==> config.mk <==
export PLATFORM = sky130hd
export DESIGN_NAME = lcd_stream_writer
export DESIGN_NICKNAME = d
export VERILOG_FILES = /design/src/rtl/lcd_stream_writer.sv
export SDC_FILE = /design/constraint.sdc
export NUM_CORES = 1
export LEC_CHECK = 0
export BUFFER_PORTS_ARGS = -buffer_cell sky130_fd_sc_hd__buf_2
export CAP_MARGIN = 20
export CORE_ASPECT_RATIO = 0.8
export CORE_UTILIZATION = 55
export DETAILED_ROUTE_END_ITERATION = 10
export PLACE_DENSITY_LB_ADDON = 0.2
export SLEW_MARGIN = 0
export SYNTH_ARGS = -nofsm -noshare
export SYNTH_HDL_FRONTEND = slang
export SYNTH_SLANG_ARGS = --single-unit
==> constraint.sdc <==
create_clock -name clk -period 2.6 [get_ports clk]
set_clock_uncertainty 0.2 [all_clocks]
set_input_delay 0.78 -clock clk [delete_from_list [all_inputs] [get_ports clk]]
set_output_delay 0.78 -clock clk [all_outputs]
set_load 0.03 [all_outputs]
==> src/rtl/lcd_stream_writer.sv <==
// Replays picture-ROM {byte, rs} entries as 8080-style writes on the LCD bus.
// Every output is a register, loaded from the next-state decode so it lines up with the state.
`timescale 1ns/1ps
module lcd_stream_writer #(
    parameter int SETUP_CYC  = 1,
    parameter int WR_LOW_CYC = 2,
    parameter int HOLD_CYC   = 1
) (
    input  logic       clk,
    input  logic       rst_n,
    input  logic       start_i,
    input  logic       abort_i,
    input  logic [8:0] rom_d_i,
    input  logic [9:0] rom_length_i,
    output logic       rom_sync_o,
    output logic       rom_en_n_o,
    output logic       lcd_cs_n_o,
    output logic       lcd_rs_o,
    output logic       lcd_wr_n_o,
    output logic [7:0] lcd_d_o,
    output logic       busy_o,
    output logic       done_o
);

    typedef enum logic [2:0] {IDLE, SYNC, LOAD, SETUP, WR_LO, WR_HI, ADV, DONE} state_t;

    state_t     state, state_n;
    logic [3:0] cnt;
    logic [9:0] idx;
    logic [9:0] len;

    always_comb begin
        state_n = state;
        case (state)
            IDLE:    if (start_i && !abort_i) state_n = SYNC;
            SYNC:    state_n = LOAD;
            LOAD:    state_n = SETUP;
            SETUP:   if (cnt == '0) state_n = WR_LO;
            WR_LO:   if (cnt == '0) state_n = WR_HI;
            WR_HI:   if (cnt == '0) state_n = (idx == len) ? DONE : ADV;
            ADV:     state_n = LOAD;
            DONE:    state_n = IDLE;
            default: state_n = IDLE;
        endcase
        if (abort_i && state != IDLE) state_n = IDLE;
    end

    always_ff @(posedge clk or negedge rst_n) begin
        if (!rst_n) begin
            state      <= IDLE;
            cnt        <= '0;
            idx        <= '0;
            len        <= '0;
            rom_sync_o <= 1'b0;
            rom_en_n_o <= 1'b1;
            lcd_cs_n_o <= 1'b1;
            lcd_wr_n_o <= 1'b1;
            lcd_rs_o   <= 1'b0;
            lcd_d_o    <= 8'h00;
            busy_o     <= 1'b0;
            done_o     <= 1'b0;
        end else begin
            state <= state_n;

            // Phase counter reloads on every phase entry and counts down to zero.
            if (state_n != state) begin
                case (state_n)
                    SETUP:   cnt <= 4'(SETUP_CYC - 1);
                    WR_LO:   cnt <= 4'(WR_LOW_CYC - 1);
                    WR_HI:   cnt <= 4'(HOLD_CYC - 1);
                    default: cnt <= '0;
                endcase
            end else if (cnt != '0) begin
                cnt <= cnt - 4'd1;
            end

            if (state == SYNC) idx <= '0;
            else if (state == ADV) idx <= idx + 10'd1;

            // ROM output is valid during LOAD; D/RS never move anywhere else.
            if (state == LOAD) begin
                lcd_d_o  <= rom_d_i[8:1];
                lcd_rs_o <= rom_d_i[0];
                if (idx == '0) len <= rom_length_i;
            end

            if (state_n == IDLE) lcd_cs_n_o <= 1'b1;
            else if (state == LOAD) lcd_cs_n_o <= 1'b0;

            rom_sync_o <= (state_n == SYNC);
            rom_en_n_o <= (state_n != ADV);
            lcd_wr_n_o <= (state_n != WR_LO);
            busy_o     <= (state_n != IDLE);
            done_o     <= (state_n == DONE);
        end
    end

endmodule

==> out/results.txt, run 1 <==
The flow ran to the end, and the final reports show no timing, DRC or antenna violations. After detailed routing, the number of vias per cell comes to 5.81. For the starting utilization of the core area, the log shows 0.587. The critical path goes through inv_1, ha_1, or3b_1, a21o_1, a221oi_2, a31oi_2, and3b_1. Before antenna repair, the detailed router went through 4 iterations. The parity-gate share of the synthesized area counting xor and xnor cells was 0.0470. The power density normalized to cell area is 1000 mW/mm2. The final number of hold-violating endpoints came out at 0. The sequential fraction of the synthesis area came out at 0.514.

The detail route stage leaves a number of antenna-violating nets equal to 0. The analysis attributes to net switching a power of 0.865 mW. The number of hold buffers added after CTS came out at 0. The worst hold path belongs to the class input pin to async pin.

After synthesis, the largest family of logic cells by area is simple AND/OR/NAND/NOR gates. The number of CTS-inserted buffers was 5; the count of state elements after synthesis was 42. The finished cells cover 0.00239 mm2. Endpoint of the most critical register-to-register path: done_o$_DFF_PN0_. The pin count of the biggest net entering global routing was 23.

Count of clock tree sinks: 42. Setup repair after global routing left no endpoint under its margin. Final setup violation count: 0. The final cycle utilization of the critical path was 0.878.

The startpoint type of the worst setup path is a flip-flop. Share of power burned in combinational logic: 0.366. The core region is 0.00349 mm2. The dominant cell type by area after synthesis is sky130_fd_sc_hd__dfrtp_1. The startpoint of the worst-slack reg-to-reg timing path was cnt[0]$_DFFE_PN0P_. TritonCTS built the clock tree.

The run gives 0.00228 mm2 as the cell area after placement. For this block, the initial DRC count from the detailed router was 94. Of all nets on the critical path, the largest fanout is 8. The quantity of I/O buffers inserted on ports came out at 37.

The tools report the total leakage power as 1.10 nW. The number of antenna diodes in the final layout is 0. The switching part of the total power was 0.362; the average wire per standard cell was 14.9 um. Routability-driven placement finished with a final weighted congestion of 0.879.

Yosys mapped a number of flops with a built-in enable equal to 0. The HPWL after detailed placement is 2860 um. In the layout the commonest cells are sky130_fd_sc_hd__dfrtp_1 (39), sky130_fd_sc_hd__buf_2 (37), sky130_fd_sc_hd__mux2_2 (19), sky130_fd_sc_hd__a21oi_1 (12), sky130_fd_sc_hd__nor2_1 (10). The global-route usage over all layers came out at 0.216.

Leading cell type in the layout, fill and taps excluded: sky130_fd_sc_hd__dfrtp_1. The die extent in x is 70.3 um, and the number of nets produced by synthesis is 209. In this run, post-CTS repair resized a total of 0 instances.

The mapped netlist covers 0.00205 mm2. The fraction of registers with async set/reset works out to 1.00. By area the synthesized netlist is led by sky130_fd_sc_hd__dfrtp_1 (48%), sky130_fd_sc_hd__mux2_2 (10%), sky130_fd_sc_hd__dfstp_2 (3.8%). The dominant synthesized flop cell was sky130_fd_sc_hd__dfrtp_1.

Number of cell instances on the worst register-to-register path: 7. From bottom edge to top edge, the die measures 56.6 um. For this block, the routed nets add up to 3930 um of wire. The element type at the critical path end is a flip-flop. The tools report the via count of the first global-routing pass as 1480. During synthesis, Yosys emitted a total of 0 warnings. The average size of a mapped cell is 11.2 um2. Pin placement for this block handled 38 I/O pins. The worst-path cell with the longest stage delay is sky130_fd_sc_hd__or3b_1.

The total overflow left after global routing is 0. Based on the critical path, the design can be clocked at up to 0.438 GHz. Fraction of the mapped netlist area in adder cells: 0.0183. The run gives 0.000626 V as the maximum VDD drop.

The proportion of layout cells with a drive suffix above 1 works out to 0.339. STA puts the critical path data required time at 2630 ps. For the internal power summed over all cells, the log shows 1.52 mW. The worst path in the final design needs a cycle of 2280 ps, including I/O delays and setup. The data arrival time of the critical path is 2310 ps, and the clock latency on the worst-skew pair is 300 ps. The setup check on the worst reg-to-reg path leaves a slack of 320 ps. The count of pins over their slew limit is 0, and the worst slew slack as a fraction of its limit is 0.624. The max-capacitance violation count is 0. The share of synthesized cell area in and, or, nand and nor gates was 0.148. Number of setup buffers added after CTS: 0.

The largest stage delay on the critical path is 470 ps, and the summed negative setup slack over all endpoints is 0 ps. The run gives 183 as the cell count after synthesis. Area added between synthesis and finish: 16.5%. The tools report the number of inserted filler cells in the final layout as 260. The critical path in this run is classified as flip-flop to flip-flop.

The portion of netlist area occupied by mux cells was 0.124. Yosys mapped the design onto 45 distinct sky130hd cell types. The power share of the clock group came out at 0.215.

After detailed routing, the number of remaining DRC violations is 0. The floorplan has 19 rows. The die covers 0.00398 mm2. Initial antenna violation count: 0.

The proportion of power drawn by flip-flops and latches is 0.419. The clock passes through at most 2 buffers. For the vias after detailed routing, the log shows 1528. At the pin with the least slew margin, the transition time is 565 ps. The post-synthesis compound-gate area fraction is 0.115. CTS placed an instance of sky130_fd_sc_hd__clkbuf_8 at the clock tree root. For the final net count, the log shows 246. The first global-routing pass estimated 6670 um of wire. The proportion of netlist area held by the largest area contributor came out at 0.476.

The post-CTS clock slew at the launch and capture registers of the worst setup and hold paths is 90 ps, and the count of H-tree levels built during CTS is 2.
==> worst max path at each step <==
| stage | end | slack [ps] | from |
|---|---|---|---|
| floorplan | done_o$_DFF_PN0_ | 500 | cnt[0]$_DFFE_PN0P_ |
| global placement | done_o$_DFF_PN0_ | 290 | start_i |
| detailed placement | done_o$_DFF_PN0_ | 230 | start_i |
| CTS | done_o$_DFF_PN0_ | 320 | cnt[0]$_DFFE_PN0P_ |
| global route | cnt[0]$_DFFE_PN0P_ | 150 | cnt[0]$_DFFE_PN0P_ |
| finish | done_o$_DFF_PN0_ | 320 | cnt[0]$_DFFE_PN0P_ |
==> Yosys cell counts, types with 2 or more instances <==
cell type	instances
sky130_fd_sc_hd__ha_1	3
sky130_fd_sc_hd__a211oi_1	3
sky130_fd_sc_hd__xnor2_1	5
sky130_fd_sc_hd__nor2b_1	2
sky130_fd_sc_hd__xor2_1	6
sky130_fd_sc_hd__nand4_1	2
sky130_fd_sc_hd__mux2i_1	4
sky130_fd_sc_hd__nand2b_1	5
sky130_fd_sc_hd__mux2_2	19
sky130_fd_sc_hd__o21ai_0	3
sky130_fd_sc_hd__clkbuf_1	4
sky130_fd_sc_hd__inv_1	8
sky130_fd_sc_hd__dfrtp_1	39
sky130_fd_sc_hd__dfstp_2	3
sky130_fd_sc_hd__nor4_1	2
sky130_fd_sc_hd__nand2_1	7
sky130_fd_sc_hd__nand3_1	6
sky130_fd_sc_hd__o31ai_1	3
sky130_fd_sc_hd__a21oi_1	12
sky130_fd_sc_hd__nand3b_1	2
sky130_fd_sc_hd__and3_1	4
sky130_fd_sc_hd__nor3_1	4
sky130_fd_sc_hd__buf_2	5
sky130_fd_sc_hd__o211ai_1	2
sky130_fd_sc_hd__nor2_1	10
==> flip-flops by register name (all words and copies together), names as in the netlist, 3 cells and up <==
signal and count:
state 3, cnt 4, idx 10, len 10
lcd_d_o 8
==> metal layers <==
layer,vias to the layer above,GRT usage,part of all wire
li1,725,-,-
met1,740,0.287,0.45
met2,59,0.351,0.48
met4,0,0.0571,0.0092
met5,-,0,0
met3,4,0.0575,0.061
==> power by group through the flow <==
| stage | clock network, mW | logic, mW | registers [mW] |
|---|---|---|---|
| 4_1_cts | 0.524 | 0.881 | 1.00 |
| 2_1_floorplan | 0 | 0.533 | 1.13 |
| 3_5_place_dp | 0 | 0.874 | 1.01 |
| 3_3_place_gp | 0 | 0.837 | 0.993 |
| 6_report | 0.515 | 0.874 | 1.00 |
| 5_1_grt | 0.558 | 0.963 | 1.03 |
==> layout make-up <==
class | count | area, um2 | share of cell area
sequential | 42 | 1050 | 0.442
multi-input combinational | 124 | 926 | 0.388
timing repair buffer | 39 | 213 | 0.0891
clock buffer | 5 | 68.8 | 0.0288
tap | 42 | 52.6 | 0.0220
clock inverter | 3 | 43.8 | 0.0183
inverter | 8 | 30.0 | 0.0126
==> critical path: cells and delay by family, from the launching register on <==
kind,cells,cell delay (ps)
buffers and inverters,1,90
AND/OR/NAND/NOR,2,740
adder cells (fa/ha/maj),1,240
AO/OA/AOI/OAI,3,580
flip-flops,1,380
==> cells by family after synthesis <==
| kind of cell | Yosys count |
|---|---|
| AOI/OAI and AO/OA | 34 |
| xor gates and xnor gates | 11 |
| adders and majority gates | 3 |
| buffers and inverters | 17 |
| DFF | 42 |
| muxes | 23 |
| and+or+nand+nor | 53 |
==> stage by stage <==
stage | power, mW | instances | util | worst slack [ps] | hold slack [ps]
floorplan | 1.66 | 183 | - | 498 | 284
global placement | 1.83 | 255 | 0.651 | 290 | 283
detailed placement | 1.89 | 255 | 0.651 | 230 | 291
CTS | 2.41 | 263 | 0.683 | 315 | 239
global route | 2.55 | 263 | 0.683 | 147 | 250
finish | 2.39 | 263 | 0.683 | 318 | 223
Note: power is estimated with default switching activity, not from simulation.
==> run 2, diff against run 1 <==
- BUFFER_PORTS_ARGS: -buffer_cell sky130_fd_sc_hd__buf_2 -> not set
- CORE_UTILIZATION: 55 -> 62
- DONT_BUFFER_PORTS: not set -> 1
- RECOVER_POWER: not set -> 50
==> run 2 against run 1 <==
  * Non-clock buffer count decreased by 37
  * First-iteration DRC count shrank 40%
  * Sequential share of layout area rose by 4.6 points
  * Via count fell by 8.4%
  * Core utilization increased by 1.3 points
  * Total power decreased by 7.8%
  * Combinational power is 31% lower
  * Critical path depth stayed put
  * Clock power down 19%
  * Register-to-register slack got worse by 50 ps
  * Sequential power is 19% higher
  * Die area decreased by 11%
  * Largest power group unchanged
  * Highest routed layer unchanged
==> out/results.txt, run 2 (same netlist as run 1, synthesis figures left out) <==
The run finished with clean final reports. For the initial antenna violation count, the log shows 0. TritonCTS built the clock tree.

Before CTS, the worst setup slack after placement is 310 ps. At the end of routability-driven placement, the weighted congestion stood at 0.970. Proportion of power drawn by flip-flops and latches: 0.538. In this run the standard cell core region covers 0.00311 mm2.

The area added between synthesis and finish works out to 5.49%. In the routed layout, each cell is associated on average with a via count of 6.25. Final cycle utilization of the critical path: 0.895. The largest registers in the layout are idx x10, len x10, lcd_d_o x8. The logs give 0 for the number of setup buffers added after CTS and 926 um2 for the area of the multi-input gates. The clock root buffer master is sky130_fd_sc_hd__clkbuf_8. For this design, the sink count on the clock tree is 42.

The average wire per standard cell is 17.3 um, and the internal power summed over all cells is 1.35 mW. Based on the critical path, the design can be clocked at up to 0.430 GHz. Data on the critical path is required at its endpoint by 2630 ps.

For the final routed database, the setup TNS stands at 0 ps. The quantity of I/O buffers inserted on ports was 0; the vias after detailed routing was 1399. The starting utilization of the core area is 0.660.

The tools report the share of power burned in combinational logic as 0.272. The worst hold path class was input pin to async pin. Entering global routing, the biggest net connects 40 pins.

The die is 53.4 um tall. In the layout the commonest cells are sky130_fd_sc_hd__dfrtp_1 (39), sky130_fd_sc_hd__mux2_2 (19), sky130_fd_sc_hd__a21oi_1 (12), sky130_fd_sc_hd__nor2_1 (10), sky130_fd_sc_hd__inv_1 (8). The logs give 2360 ps for the data arrival time of the critical path and 0 for the final setup violation count. The startpoint type of the worst setup path is a flip-flop. The first global-routing pass estimated 6070 um of wire.

CTS built an H-tree with a depth of 2. The worst slew slack as a fraction of its limit is 0.388, and the via count of the first global-routing pass is 1409. Once detail routing completed, the nets flagged for antenna violations numbered 0. At the pin with the least slew margin, the transition time is 918 ps.

The switching part of the total power was 0.386; the antenna diode count was 0. The count of pins over their slew limit was 0; the largest driver fanout on the critical path was 8. The leftover overflow at the end of global routing is 0.

The tools report the power share of the clock group as 0.189. Setup repair after global routing left no endpoint under its margin. The final layout contains routed wiring with a total length of 3880 um. The run gives 0.00354 mm2 as the die outline area. The clock latency on the worst-skew pair was 300 ps. The setup path with the least slack is of type flip-flop to flip-flop.

STA classifies the critical path endpoint as a flip-flop. Summed over all nets, the half-perimeter wirelength after detailed placement is 2730 um. No sink is reached through more buffers than the 2 on the longest clock path. The maximum VDD drop is 0.000764 V, and the post-CTS clock slew at the launch and capture registers of the worst setup and hold paths is 80 ps. The leading cell type in the layout, fill and taps excluded is sky130_fd_sc_hd__dfrtp_1. For the I/O pin total, the log shows 38. Summing all flip-flop and latch instances after layout gives 0.00105 mm2. The logs give 0.850 mW for the net switching power and 209 for the final net count.

The power density normalized to cell area was 1020 mW/mm2; the number of remaining DRC errors was 0. Clock tree synthesis inserted a total of 5 buffers. The placement row count came out at 18. The finished cells cover 0.00216 mm2. The die extent in x came out at 66.3 um. Fill cells in the final layout number 234. Once routing completed, OpenROAD measured the worst setup slack at 273 ps.

Proportion of layout cells with a drive suffix above 1: 0.207. The cell area after placement was 0.00207 mm2; the clock period minus final worst setup slack was 2330 ps. The pre-antenna-repair detailed-routing pass consisted of 5 iterations. The tools report the max-capacitance violation count as 0. The final number of hold-violating endpoints came out at 0. Summed over all cells, the static leakage comes to 0.937 nW. The global-route usage over all layers is 0.242, and the starting DRC count in detailed routing is 56.
-- run 2: repair_timing --
action,CTS,global route
endpoints found under the hold margin,39,0
hold buffers,1,0
resized for setup,0,0
-- run 2: worst paths after layout --
check | endpoint | slack [ps] | cells past startpoint | from
max | done_o$_DFF_PN0_ | 270 | 7 | cnt[0]$_DFFE_PN0P_
min | lcd_cs_n_o$_DFFE_PN1P_ | 120 | 0 | rst_n
max reg2reg | done_o$_DFF_PN0_ | 270 | 7 | cnt[0]$_DFFE_PN0P_
min reg2reg | len[3]$_DFFE_PN0P_ | 330 | 1 | len[3]$_DFFE_PN0P_
max in group asynchronous | len[1]$_DFFE_PN0P_ | 1230 | 1 | rst_n
min in group clk | len[3]$_DFFE_PN0P_ | 330 | 1 | len[3]$_DFFE_PN0P_
-- run 2: final cells by class --
| cell class | count | area share |
|---|---|---|
| repair buffers | 2 | 0.00578 |
| flip-flops and latches | 42 | 0.488 |
| well taps | 40 | 0.0231 |
| inverters | 8 | 0.0139 |
| clock inverters | 3 | 0.00983 |
| clock buffers | 5 | 0.0318 |
| multi-input cells | 124 | 0.428 |
-- run 2: metrics by stage --
stage               utilization  std cells  power (mW)  hold WS [ps]
floorplan                     -        183        1.66           284
global placement          0.665        215        1.73           285
detailed placement        0.665        215        1.79           285
CTS                       0.701        224        2.22           115
global route              0.696        224        2.32           105
finish                    0.696        224        2.20           121
-- run 2: metal layers --
| metal | vias to the layer above | global-route usage | wire length [um] |
|---|---|---|---|
| met5 | - | 0 | 0 |
| li1 | 660 | - | - |
| met1 | 682 | 0.296 | 1750 |
| met3 | 11 | 0.0754 | 186 |
| met4 | 0 | 0.128 | 95 |
| met2 | 46 | 0.386 | 1850 |
-- run 2: power groups by stage --
stage	logic, mW	clock network, mW	registers [mW]
floorplan	0.533	0	1.13
global placement	0.543	0	1.18
detailed placement	0.592	0	1.20
CTS	0.609	0.423	1.19
global route	0.668	0.447	1.21
finish	0.600	0.417	1.19
-- run 2: critical path, cell delays in order, from the launching register on --
cell	delay, ps
sky130_fd_sc_hd__dfrtp_1	370
sky130_fd_sc_hd__inv_1	90
sky130_fd_sc_hd__ha_1	230
sky130_fd_sc_hd__or3b_1	470
sky130_fd_sc_hd__a21o_1	220
sky130_fd_sc_hd__a221oi_2	270
sky130_fd_sc_hd__a31oi_2	140
sky130_fd_sc_hd__and3b_1	280
